### config.mk
export PLATFORM = sky130hd
export DESIGN_NAME = spike_interval_classifier
export DESIGN_NICKNAME = d
export VERILOG_FILES = /design/src/rtl/ecg_pkg.sv /design/src/rtl/isi_avg4.sv /design/src/rtl/spike_interval_classifier.sv
export SDC_FILE = /design/constraint.sdc
export NUM_CORES = 1
export LEC_CHECK = 0
export ABC_CLOCK_PERIOD_IN_PS = 13200
export CELL_PAD_IN_SITES_DETAIL_PLACEMENT = 0
export CELL_PAD_IN_SITES_GLOBAL_PLACEMENT = 2
export CORE_MARGIN = 4
export CORE_UTILIZATION = 41
export CTS_CLUSTER_SIZE = 25
export DETAILED_ROUTE_END_ITERATION = 7
export HOLD_SLACK_MARGIN = 0.1
export MAX_ROUTING_LAYER = met4
export PLACE_DENSITY_LB_ADDON = 0.12
export REMOVE_ABC_BUFFERS = 1
export SYNTH_ARGS = -nofsm -noshare
export SYNTH_HDL_FRONTEND = slang
export SYNTH_HIERARCHICAL = 1
export SYNTH_SLANG_ARGS = --single-unit
### constraint.sdc
create_clock -name CLK -period 13.2 [get_ports CLK]
set_clock_uncertainty 0.2 [all_clocks]
set_input_delay 3.96 -clock CLK [delete_from_list [all_inputs] [get_ports CLK]]
set_output_delay 3.96 -clock CLK [all_outputs]
set_load 0.02 [all_outputs]
### src/rtl/ecg_pkg.sv
// Shared encodings for the ECG spike-interval classifier: rate classes,
// FSM states and the averaging window geometry.
package ecg_pkg;

    localparam logic [1:0] RC_NONE   = 2'b00;
    localparam logic [1:0] RC_NORMAL = 2'b01;
    localparam logic [1:0] RC_BRADY  = 2'b10;
    localparam logic [1:0] RC_TACHY  = 2'b11;

    // Averaging window: depth and the matching divide shift.
    localparam int AVG_DEPTH = 4;
    localparam int AVG_SHIFT = 2;

    typedef enum logic [1:0] {
        ST_IDLE    = 2'd0,
        ST_REFRACT = 2'd1,
        ST_MEASURE = 2'd2
    } state_t;

    // Both thresholds are exclusive: an interval equal to either is normal.
    function automatic logic [1:0] rate_of(input logic [31:0] val,
                                           input logic [31:0] tachy,
                                           input logic [31:0] brady);
        if (val < tachy)
            return RC_TACHY;
        else if (val > brady)
            return RC_BRADY;
        return RC_NORMAL;
    endfunction

endpackage

### src/rtl/isi_avg4.sv
// Four-entry interval history with a running sum; the average is the sum
// divided by four, flagged valid once four intervals have been loaded.
module isi_avg4
    import ecg_pkg::*;
#(
    parameter int CNT_W = 16
)(
    input  logic             CLK,
    input  logic             KEY,
    input  logic             i_clr,
    input  logic             i_load,
    input  logic [CNT_W-1:0] i_val,
    output logic [CNT_W-1:0] o_avg,
    output logic             o_avg_valid
);

    logic [AVG_DEPTH-1:0][CNT_W-1:0] r_hist;
    logic [CNT_W+1:0]                r_sum;
    logic [2:0]                      r_fill;
    logic [CNT_W+1:0]                w_sum_nxt;

    // Empty slots hold zero, so subtracting the oldest entry is safe while filling.
    assign w_sum_nxt = r_sum + {2'b00, i_val} - {2'b00, r_hist[AVG_DEPTH-1]};

    always_ff @(posedge CLK or posedge KEY) begin
        if (KEY) begin
            r_hist <= '0;
            r_sum  <= '0;
            r_fill <= '0;
        end else if (i_clr) begin
            r_hist <= '0;
            r_sum  <= '0;
            r_fill <= '0;
        end else if (i_load) begin
            r_hist <= {r_hist[AVG_DEPTH-2:0], i_val};
            r_sum  <= w_sum_nxt;
            if (r_fill != 3'(AVG_DEPTH))
                r_fill <= r_fill + 3'd1;
        end
    end

    assign o_avg       = r_sum[CNT_W+1:AVG_SHIFT];
    assign o_avg_valid = (r_fill == 3'(AVG_DEPTH));

endmodule

### src/rtl/spike_interval_classifier.sv
// Turns the neuron spike train into beat events, measures inter-spike
// intervals and classifies rate, rhythm regularity and asystole.
module spike_interval_classifier
    import ecg_pkg::*;
#(
    parameter int CNT_W       = 16,
    parameter int REFRACT_CYC = 50,
    parameter int TACHY_ISI   = 300,
    parameter int BRADY_ISI   = 1000,
    parameter int TIMEOUT     = 4000
)(
    input  logic             CLK,
    input  logic             KEY,
    input  logic             spike,
    output logic [CNT_W-1:0] isi,
    output logic             isi_valid,
    output logic [CNT_W-1:0] isi_avg,
    output logic             avg_valid,
    output logic [1:0]       rate_class,
    output logic             irregular,
    output logic             asystole,
    output logic [15:0]      beat_cnt
);

    localparam logic [CNT_W-1:0] L_TIMEOUT  = CNT_W'(TIMEOUT);
    localparam logic [CNT_W-1:0] L_REFR_END = CNT_W'(REFRACT_CYC - 1);

    state_t           r_state;
    state_t           w_state_nxt;
    logic             r_spike_d;
    logic [CNT_W-1:0] r_cnt;

    logic             w_edge;
    logic             w_cnt_at_to;
    logic             w_accept;
    logic             w_isi_load;
    logic             w_timeout;

    logic [CNT_W-1:0] w_avg_prev;
    logic             w_avg_valid_prev;
    logic [CNT_W:0]   w_diff;
    logic             w_irr;

    // spike_d resets low so a spike held across reset release is a new edge.
    always_ff @(posedge CLK or posedge KEY) begin
        if (KEY)
            r_spike_d <= 1'b0;
        else
            r_spike_d <= spike;
    end

    assign w_edge      = spike & ~r_spike_d;
    assign w_cnt_at_to = (r_cnt == L_TIMEOUT);

    always_ff @(posedge CLK or posedge KEY) begin
        if (KEY)
            r_state <= ST_IDLE;
        else
            r_state <= w_state_nxt;
    end

    always_comb begin
        w_state_nxt = r_state;
        case (r_state)
            ST_IDLE:    if (w_edge) w_state_nxt = ST_REFRACT;
            ST_REFRACT: if (r_cnt == L_REFR_END) w_state_nxt = ST_MEASURE;
            ST_MEASURE: begin
                if (w_edge)
                    w_state_nxt = ST_REFRACT;
                else if (w_cnt_at_to)
                    w_state_nxt = ST_IDLE;
            end
            default:    w_state_nxt = ST_IDLE;
        endcase
    end

    // A beat landing on the timeout cycle wins over the asystole declaration.
    always_comb begin
        w_accept   = 1'b0;
        w_isi_load = 1'b0;
        w_timeout  = 1'b0;
        case (r_state)
            ST_IDLE:    w_accept = w_edge;
            ST_MEASURE: begin
                w_accept   = w_edge;
                w_isi_load = w_edge;
                w_timeout  = ~w_edge & w_cnt_at_to;
            end
            default: ;
        endcase
    end

    always_ff @(posedge CLK or posedge KEY) begin
        if (KEY)
            r_cnt <= '0;
        else if (w_accept)
            r_cnt <= CNT_W'(1);
        else if (w_timeout || r_state == ST_IDLE)
            r_cnt <= '0;
        else if (!w_cnt_at_to)
            r_cnt <= r_cnt + CNT_W'(1);
    end

    isi_avg4 #(.CNT_W(CNT_W)) u_avg (
        .CLK         (CLK),
        .KEY         (KEY),
        .i_clr       (w_timeout),
        .i_load      (w_isi_load),
        .i_val       (r_cnt),
        .o_avg       (w_avg_prev),
        .o_avg_valid (w_avg_valid_prev)
    );

    assign isi_avg   = w_avg_prev;
    assign avg_valid = w_avg_valid_prev;

    // Rhythm check uses the average as it stood before this interval is folded in.
    assign w_diff = (r_cnt >= w_avg_prev) ? ({1'b0, r_cnt} - {1'b0, w_avg_prev})
                                          : ({1'b0, w_avg_prev} - {1'b0, r_cnt});
    assign w_irr  = w_avg_valid_prev && (w_diff > {1'b0, (w_avg_prev >> AVG_SHIFT)});

    always_ff @(posedge CLK or posedge KEY) begin
        if (KEY) begin
            isi        <= '0;
            isi_valid  <= 1'b0;
            rate_class <= RC_NONE;
            irregular  <= 1'b0;
            asystole   <= 1'b0;
            beat_cnt   <= '0;
        end else begin
            isi_valid <= w_isi_load;
            if (w_isi_load) begin
                isi        <= r_cnt;
                rate_class <= rate_of(32'(r_cnt), 32'(TACHY_ISI), 32'(BRADY_ISI));
                irregular  <= w_irr;
            end
            if (w_accept) begin
                beat_cnt <= beat_cnt + 16'd1;
                asystole <= 1'b0;
            end
            if (w_timeout) begin
                asystole   <= 1'b1;
                rate_class <= RC_NONE;
            end
        end
    end

endmodule

======== Word level (Yosys, flattened, before mapping) ========
Cells that the tools add are included.
W data, S select, Z words.
storage, ports and cells
  bits of input ports ..................... 3
  output and inout port bits .............. 54
  word-level logic and storage cells ...... 78
  bits in registers ....................... 141
operators by class
  order comparisons ....................... 4
  bitwise logic cells ..................... 4
  muxes and demuxes ....................... 29
  $add $sub $neg .......................... 7
  reduce and logical (&&, ||, !) cells .... 9
  equal/unequal tests ..................... 10
operator list
  cell                     number
  $mux W64                 2
  $mux W16                 3
  $mux W18                 2
  $sub A16 B16 Y17         2
  $add A16 B1 Y16 const B  2
  $add A18 B16 Y18         1
  $mux W2                  9
  $sub A18 B16 Y18         1
  $gt A17 B14 Y1           1
  $mux W17                 1
  $eq A16 B12 Y1 const B   1
  $eq A16 B6 Y1 const B    1
  $ge A16 B16 Y1           1
  $gt A16 B10 Y1 const B   1
  $lt A16 B9 Y1 const B    1
  $mux W3                  3
  $mux W1                  8
  $ne A3 B3 Y1 const B     2
  $pmux W2 S3              1
  $reduce_bool A2 Y1       3
  $ne A2 B2 Y1 const B     2
  $add A3 B1 Y3 const B    1
  $eq A3 B3 Y1 const B     1
  $ne A3 B1 Y1 const B     1
  10 further kinds         12

======== Depth between registers and ports, before layout ========
Gate-level depths: netlist of the first run.
  depth in word-level cells ............... 8
  gate-level depth with buffers ........... 22
  depth with buffers taken out ............ 20

======== By module ========
The synthesis of the first run kept the hierarchy.
modules (own cells, without submodules)
  module                     area an instance (µm²)  sequential area each (µm²)  times used  cells each
  isi_avg4                   5082.4                  2127.0                      1           515
  spike_interval_classifier  4393.0                  1401.3                      1           520

======== Least setup slack after synthesis of the first run ========
OpenSTA, ideal clock, no wires.
  path kind ............................... input-to-reg
  from .................................... input port spike
  to ...................................... register u_avg/r_hist[0] (netlist bit)
  setup time .............................. 0.132 ns
  data required time ...................... 12.868 ns
  stages .................................. 10
  buffers on the path ..................... 4
  arrival ................................. 5.805 ns
  setup slack ............................. 7.063 ns
  cell sequence ........................... nand2b_1 > nor2_1 > nand2_1 > clkbuf_1 > inv_1 > clkbuf_8 > buf_8 > clkbuf_1 > mux2i_1 > nor2_1
on the way
  elaborated cells on any way between the ends .. 7
  classes of those cells .................. mux (3); bitwise (3); reduce/logical (1)
RTL lines
  element                       RTL line                         source
  from (decl)                   spike_interval_classifier.sv:14  input logic spike,
  $and A1 B1 Y1                 spike_interval_classifier.sv:52  assign w_edge = spike & ~r_spike_d;
  $mux W1                       spike_interval_classifier.sv:82  case (r_state)
  named net w_isi_load          spike_interval_classifier.sv:36  logic w_isi_load;
  $reduce_bool A2 Y1 (no line)  --
  to (signal assigned)          isi_avg4.sv:35                   r_hist <= {r_hist[AVG_DEPTH-2:0], i_val};
  to (decl)                     isi_avg4.sv:17                   logic [AVG_DEPTH-1:0][CNT_W-1:0] r_hist;
The timed path passes the listed nets, and every way through them passes these cells.
A chain may end at the register's enable or synchronous reset.

======== Worst setup path in the final report of the first run ========
  from .................................... input port spike
  to ...................................... register u_avg.r_sum[16]
on the way
  elaborated cells on any way between the ends .. 7
  classes of those cells .................. mux (3); bitwise (3); reduce/logical (1)
RTL lines
  element                       RTL line                         source
  $and A1 B1 Y1                 spike_interval_classifier.sv:52
  $mux W1                       spike_interval_classifier.sv:82
  named net w_isi_load          spike_interval_classifier.sv:36
  $reduce_bool A2 Y1 (no line)  --
  to (signal assigned)          isi_avg4.sv:36                   r_sum <= w_sum_nxt;
  to (decl)                     isi_avg4.sv:18                   logic [CNT_W+1:0] r_sum;
The timed path passes the listed nets, and every way through them passes these cells.

==> impl_metrics.csv, run 1 <==
group,metric,value,unit
floorplan,die_w,160,um
clock_network,ctsLongestPathBuffers,2,
worst_hold_path,hold_path.startpoint,"beat_cnt[15]",
clock_network,htree_num_levels,4,
grt,grt_max_degree,59,
synth,yosysMostFrequentCell,"dfrtp_1",
clock_network,tritoncts,"yes",
setup_path,path_cells,"clkdlybuf4s50_1, nand2b_1, nor2_1, nand2_1, buf_4, inv_4, buf_4, or4b_1, o311ai_0",
grt,grt_pass1_vias,7152,
place,dp_slack,5.49,ns
drt,wl_met1,11.7,mm
pwr,leakage,0.00492,uW
layout,multiInputGateArea,5160,um^2
synth,ys_seq_elements,141,
drt,drcViolationCount,0,
clock_network,holdBufCountCts,0,
grt,grt_pass1_wl,38.5,mm
clock_network,cts_root_buf,"clkbuf_16",
timing,rsz0062_at_grt,"no",
drt,dr.pass1.iters,4,
setup_path,startpoint_type,"input pin",
synth,syn_inst,1035,
floorplan,die-area,25600,um^2
timing,fin_crit,7.23,ns
floorplan,ios,57,
pwr,vdd_drop_max,74.4,uV
pwr,swShare,37.1,%
drt,dr.first_iter.drc_count,371,
grt,antenna_found_initial,0,
job,max_cap_violations,0,
setup_path,required,13.31,ns
setup_path,critPathBufInv,4,
layout,final_core_util,47.0,%
setup_path,cp_slowest_cell,"buf_4",
synth,yosysWarningCount,6,
synth,synthDominantCellAreaShare,37.2,%
synth,ys_seq_area_share,37.2,%
setup_path,worstPathMaxFanout,53,
clock_network,numCtsBuffers,17,
synth,yosysTopAreaCell,"dfrtp_1",
layout,ff_latch_area,3530,um^2
place,post-dp-hpwl,17.1,mm
setup_path,crit_start,"spike",
layout,fillers,2216,
pwr,clkPwrFrac,32.0,%
worst_hold_path,holdCritPathClass,"reg2reg",
pwr,p_int,950,uW
timing,whs,0.267,ns
layout,drive_gt1_share,5.71,%
layout,nets,1147,
synth,synth_edf_count,0,
setup_path,crit_arrival,7.34,ns
drt,vias,6994,
timing,setup_viol,0,
timing,finalHoldViolCount,0,
timing,fmax,0.138,GHz
pwr,p_comb_share,35.1,%
floorplan,die_y,160,um
drt,route.met3.wl,428,um
floorplan,coreArea,22700,um^2
synth,ys_types,72,
grt,grt_use_total,19.0,%
synth,syn_area,9480,um^2
drt,drt-wirelength-per-cell,17.0,um
clock_network,clk_pin_slew,0.07,ns
place,place_congestion,0.858,
timing,final.period_utilization,54.8,%
synth,synth_ff_type,"dfrtp_1",
drt,vias_per_cell,5.17,
layout,area_growth,12.7,%
clock_network,cts_setup_buffers,0,
floorplan,initial_core_util,41.7,%
clock_network,cts-resized-gates,0,
drt,met2_length,10.5,mm
pwr,seqPwrFrac,32.9,%
floorplan,std_cell_rows,55,
timing,slew_headroom,42.6,%
clock_network,cts_sinks,141,
pwr,p_switching,559,uW
synth,synth.avg_cell_area,9.15,um^2
drt,top_layer_used,"met4",
layout,diodes,0,
setup_path,worst_path_dominant_cell_family,"buffers and inverters",
drt,wl,23.0,mm
status,status,"finished, final reports clean",
grt,grt_overflow,0,
setup_path,end_kind,"register",
clock_network,insertion_delay,0.43,ns
timing,worstMarginPinSlew,0.858,ns
timing,setup-tns-final,0,ns
place,port_buffers,56,
setup_path,r2r_start,"r_cnt[0]",
synth,ys_top_cells_by_count,"dfrtp_1, nor2_1, inv_1",
synth,async_flop_share,100,%
timing,setup_slack,5.97,ns
drt,ant_nets,0,
setup_path,cp_slowest_stage_delay,0.72,ns
pwr,cellPowerDensity,141,nW/um^2
setup_path,crit_top_cell,"buf_4",
synth,synthTopCellsByArea,"dfrtp_1, ha_1, mux2i_1",
setup_path,critPathKind,"in2reg",
timing,slew_viol_final,0,
layout by cell type (no fill, tap or decap), types with 6 or more instances in the layout:
cell type        netlist  layout
a211oi_1               6       6
a21o_1                18      18
a21oi_1               62      62
and3_1                11      11
buf_4                 18       6
clkbuf_16              0      17
clkdlybuf4s50_1        0      56
dfrtp_1              141     141
fa_1                  18      18
ha_1                  70      70
inv_1                115     112
mux2i_1               75      75
nand2_1               67      67
nand2b_1               7       7
nand3_1               32      32
nand4_1               18      18
nor2_1               126     125
nor2b_1               11      11
nor3_1                 7       7
o211ai_1               7       7
o21ai_0               44      44
xnor2_1               38      38
xor2_1                15      15
cell families (layout without fill, tap and decap cells):
logic type	after synthesis	after routing	share of synthesized area (%)
adders and majority gates	88	88	13.0
muxes	81	81	8.64
buffers and inverters	175	209	8.41
xor gates and xnor gates	53	53	4.90
and+or+nand+nor	309	309	15.3
DFF	141	141	37.2
AOI/OAI and AO/OA	188	188	12.5
per-stage QoR:
| stage | instance area [um^2] | power (uW) | cells |
|---|---|---|---|
| 6_report | 10700 | 1510 | 1354 |
| 5_1_grt | 10700 | 1620 | 1354 |
| 4_1_cts | 10700 | 1520 | 1354 |
| 3_5_place_dp | 10100 | 1040 | 1322 |
| 3_3_place_gp | 10100 | 1040 | 1322 |
| 2_1_floorplan | 9110 | 884 | 975 |
final cells by class:
type,count,area share [%]
clock buffers,18,4.11
clock inverters,14,1.37
inverters,115,4.08
multi-input cells,719,48.4
well taps,285,3.34
repair buffers,62,5.67
flip-flops and latches,141,33.1
worst register-to-register path, stage by stage, from the launching register on:
cell and delay, ns:
dfrtp_1 0.67, inv_1 0.20, ha_1 0.26, nor2b_1 0.16
o211ai_1 0.13, a21oi_1 0.25, o21ai_1 0.24, o21bai_4 0.59
mux2_2 0.44, o21ai_0 0.20, xor2_1 0.24, ha_1 0.29
nand4_1 0.10, nor2_1 0.06, o21ai_0 0.11, o2111ai_1 0.18
a22oi_1 0.28, nand3_1 0.12, o311a_1 0.36
final timing paths:
| path | end | slack, ns | cells past startpoint |
|---|---|---|---|
| worst max-delay path | u_avg/r_sum[16] | 5.97 | 9 |
| worst max register to register | irregular | 8.00 | 18 |
| min in group asynchronous | u_avg/r_hist[2] | 3.78 | 2 |
| worst min register to register | beat_cnt[15] | 0.27 | 1 |
| max in group asynchronous | u_avg/r_hist[26] | 7.98 | 3 |
| worst min-delay path | beat_cnt[15] | 0.27 | 1 |
power by group through the flow:
stage               logic, uW  clock network (uW)  registers (uW)
floorplan                 385                   0             499
global placement          534                   0             505
detailed placement        531                   0             504
CTS                       534                 495             496
global route              603                 516             501
finish                    530                 483             496
flip-flops by register name, indices dropped and copies added, names as in the netlist, 2 cells and up:
register / flops
u_avg/r_sum: 18
beat_cnt: 16
u_avg/r_fill: 3
u_avg/r_hist: 64
r_cnt: 16
r_state: 2
isi: 16
rate_class: 2
metal layers:
metal	track usage (%)	vias to the layer above
li1	-	3523
met1	26.9	3366
met2	28.8	79
met3	2.79	26
met4	5.01	0
met5	-	-
No activity file was read; power rests on OpenSTA's default activity.
==> run 2, diff against run 1 <==
Settings changed: ABC_CLOCK_PERIOD_IN_PS 13200 to 6410, CORE_UTILIZATION 41 to 35.
Clock period 13.2 ns to 6.41 ns, I/O delays scaled along.
==> impl_metrics.csv, run 2 (same netlist as run 1, synthesis figures left out) <==
group,metric,value,unit
setup_path,worst_path_dominant_cell_family,"compound AO/OA/AOI/OAI gates",
layout,largest_reg_flops,64,
timing,setup_slack,1.47,ns
layout,layout_commonest_cell,"dfrtp_1",
timing,finalHoldViolCount,0,
place,port_buffers,56,
floorplan,die_y,173,um
setup_path,required,6.52,ns
setup_path,r2r_start,"u_avg/r_sum[16]",
timing,slew_headroom,32.2,%
clock_network,tritoncts,"yes",
floorplan,std_cell_rows,59,
drt,wl,25.3,mm
grt,grt_pass1_vias,7203,
place,dp_slack,1.53,ns
clock_network,htree_num_levels,4,
layout,drive_gt1_share,6.32,%
layout,nets,1154,
timing,fin_crit,4.94,ns
setup_path,reg2reg_to,"irregular",
clock_network,cts_setup_buffers,0,
pwr,vdd_drop_max,127,uV
grt,grt_overflow,0,
layout,diodes,0,
status,status,"finished, final reports clean",
layout,largest_register,"u_avg/r_hist",
setup_path,end_kind,"register",
place,dp.cells,1379,
layout,final_cell_mix,"dfrtp_1, nor2_1, inv_1",
setup_path,crit_arrival,5.05,ns
setup_path,cp_slowest_cell,"or4_1",
job,max_cap_violations,0,
setup_path,critPathKind,"reg2reg",
floorplan,ios,57,
grt,antenna_found_initial,0,
clock_network,holdBufCountCts,0,
clock_network,insertion_delay,0.43,ns
drt,dr.pass1.iters,4,
layout,reg_top3,"u_avg/r_hist (64), u_avg/r_sum (18)",
timing,rsz0062_at_grt,"no",
pwr,cellPowerDensity,293,nW/um^2
grt,grt_use_total,17.6,%
layout,final_core_util,41.0,%
worst_hold_path,hold_path.startpoint,"beat_cnt[15]",
setup_path,worstPathMaxFanout,22,
grt,grt_pass1_wl,40.9,mm
floorplan,coreArea,26400,um^2
layout,fillers,2663,
timing,fmax,0.202,GHz
drt,vias_per_cell,5.07,
timing,worstMarginPinSlew,1.02,ns
setup_path,path_cells,"inv_1, ha_1, and3_4, nand2_1, or4_1, nand2_1, o21bai_4, mux2_2, a221oi_2, xnor2_1, ha_1, a21o_1, a21o_1, a21oi_1, o2111ai_1, a22oi_1, nand3_1, o311a_1",
drt,drcViolationCount,0,
setup_path,r2r_cells,18,
setup_path,r2r_setup_slack,1.47,ns
drt,vias,7153,
place,place_congestion,0.889,
worst_hold_path,holdCritPathClass,"reg2reg",
pwr,leakage,0.00496,uW
timing,whs,0.270,ns
layout,area_growth,14.0,%
floorplan,die_w,173,um
timing,final.period_utilization,77.1,%
clock_network,numCtsBuffers,17,
clock_network,ctsLongestPathBuffers,2,
place,post-dp-hpwl,18.7,mm
drt,drt-wirelength-per-cell,17.9,um
setup_path,critPathBufInv,1,
layout,instances_no_fill,1411,
clock_network,clk_pin_slew,0.07,ns
timing,setup_viol,0,
worst_hold_path,whs_path_depth,1,
clock_network,cts_root_buf,"clkbuf_16",
floorplan,die-area,29800,um^2
setup_path,startpoint_type,"register",
clock_network,cts-resized-gates,0,
floorplan,initial_core_util,36.0,%
setup_path,cp_slowest_stage_delay,0.51,ns
drt,ant_nets,0,
timing,slew_viol_final,0,
grt,grt_max_degree,72,
worst_hold_path,min_to,"beat_cnt[15]",
clock_network,cts_sinks,141,
drt,dr.first_iter.drc_count,386,
[run 2: changes by cell type in the layout (fill, tap and decap cells not counted)]
cell,previous run,this run
buf_4,6,13
clkinv_4,3,4
inv_6,5,3
clkinv_8,0,1
[run 2: worst max-delay path by stage]
stage	start	to	slack [ns]	depth (start not counted)
after floorplan	spike	u_avg/r_fill[1]	-0.03	8
after global placement	u_avg/r_sum[16]	irregular	1.57	18
after detailed placement	u_avg/r_sum[16]	irregular	1.53	18
after CTS	u_avg/r_sum[16]	irregular	1.50	18
after global routing	u_avg/r_sum[7]	irregular	1.17	18
final	u_avg/r_sum[16]	irregular	1.47	18
[run 2: cell type report]
| class | count | area (um^2) | share of cell area, % |
|---|---|---|---|
| clock inverter | 14 | 154 | 1.43 |
| timing repair buffer | 69 | 658 | 6.09 |
| sequential | 141 | 3530 | 32.7 |
| multi-input combinational | 719 | 5160 | 47.8 |
| clock buffer | 18 | 439 | 4.07 |
| tap | 335 | 419 | 3.88 |
| inverter | 115 | 435 | 4.03 |
[run 2: per-layer routing]
layer / vias up / track usage (%) / share of wire [%]
li1: 3552 / - / -
met1: 3478 / 24.8 / 50
met2: 105 / 26.7 / 45
met3: 18 / 2.97 / 3.5
met4: 0 / 4.06 / 0.94
met5: - / - / 0
[run 2: through the flow]
| step | area, um^2 | setup TNS [ns] | total power (uW) |
|---|---|---|---|
| after floorplan | 9110 | -0.0379 | 1820 |
| after global placement | 10200 | 0 | 2180 |
| after detailed placement | 10200 | 0 | 2170 |
| after CTS | 10800 | 0 | 3200 |
| after global routing | 10800 | 0 | 3390 |
| final | 10800 | 0 | 3160 |
[run 2: report_power, final]
part           internal (uW)  total (uW)  switching [uW]
clock network            561        1010             449
registers                931         986            54.6
logic                    481        1160             682
[run 2: worst reg2reg max path: cells and delay by family, from the launching register on]
family	cells	cell delay [ns]
multiplexers	1	0.42
flip-flops	1	0.47
buffers and inverters	1	0.10
AND/OR/NAND/NOR	5	1.04
XOR/XNOR	1	0.12
AO/OA/AOI/OAI	8	1.77
adder cells (fa/ha/maj)	2	0.70
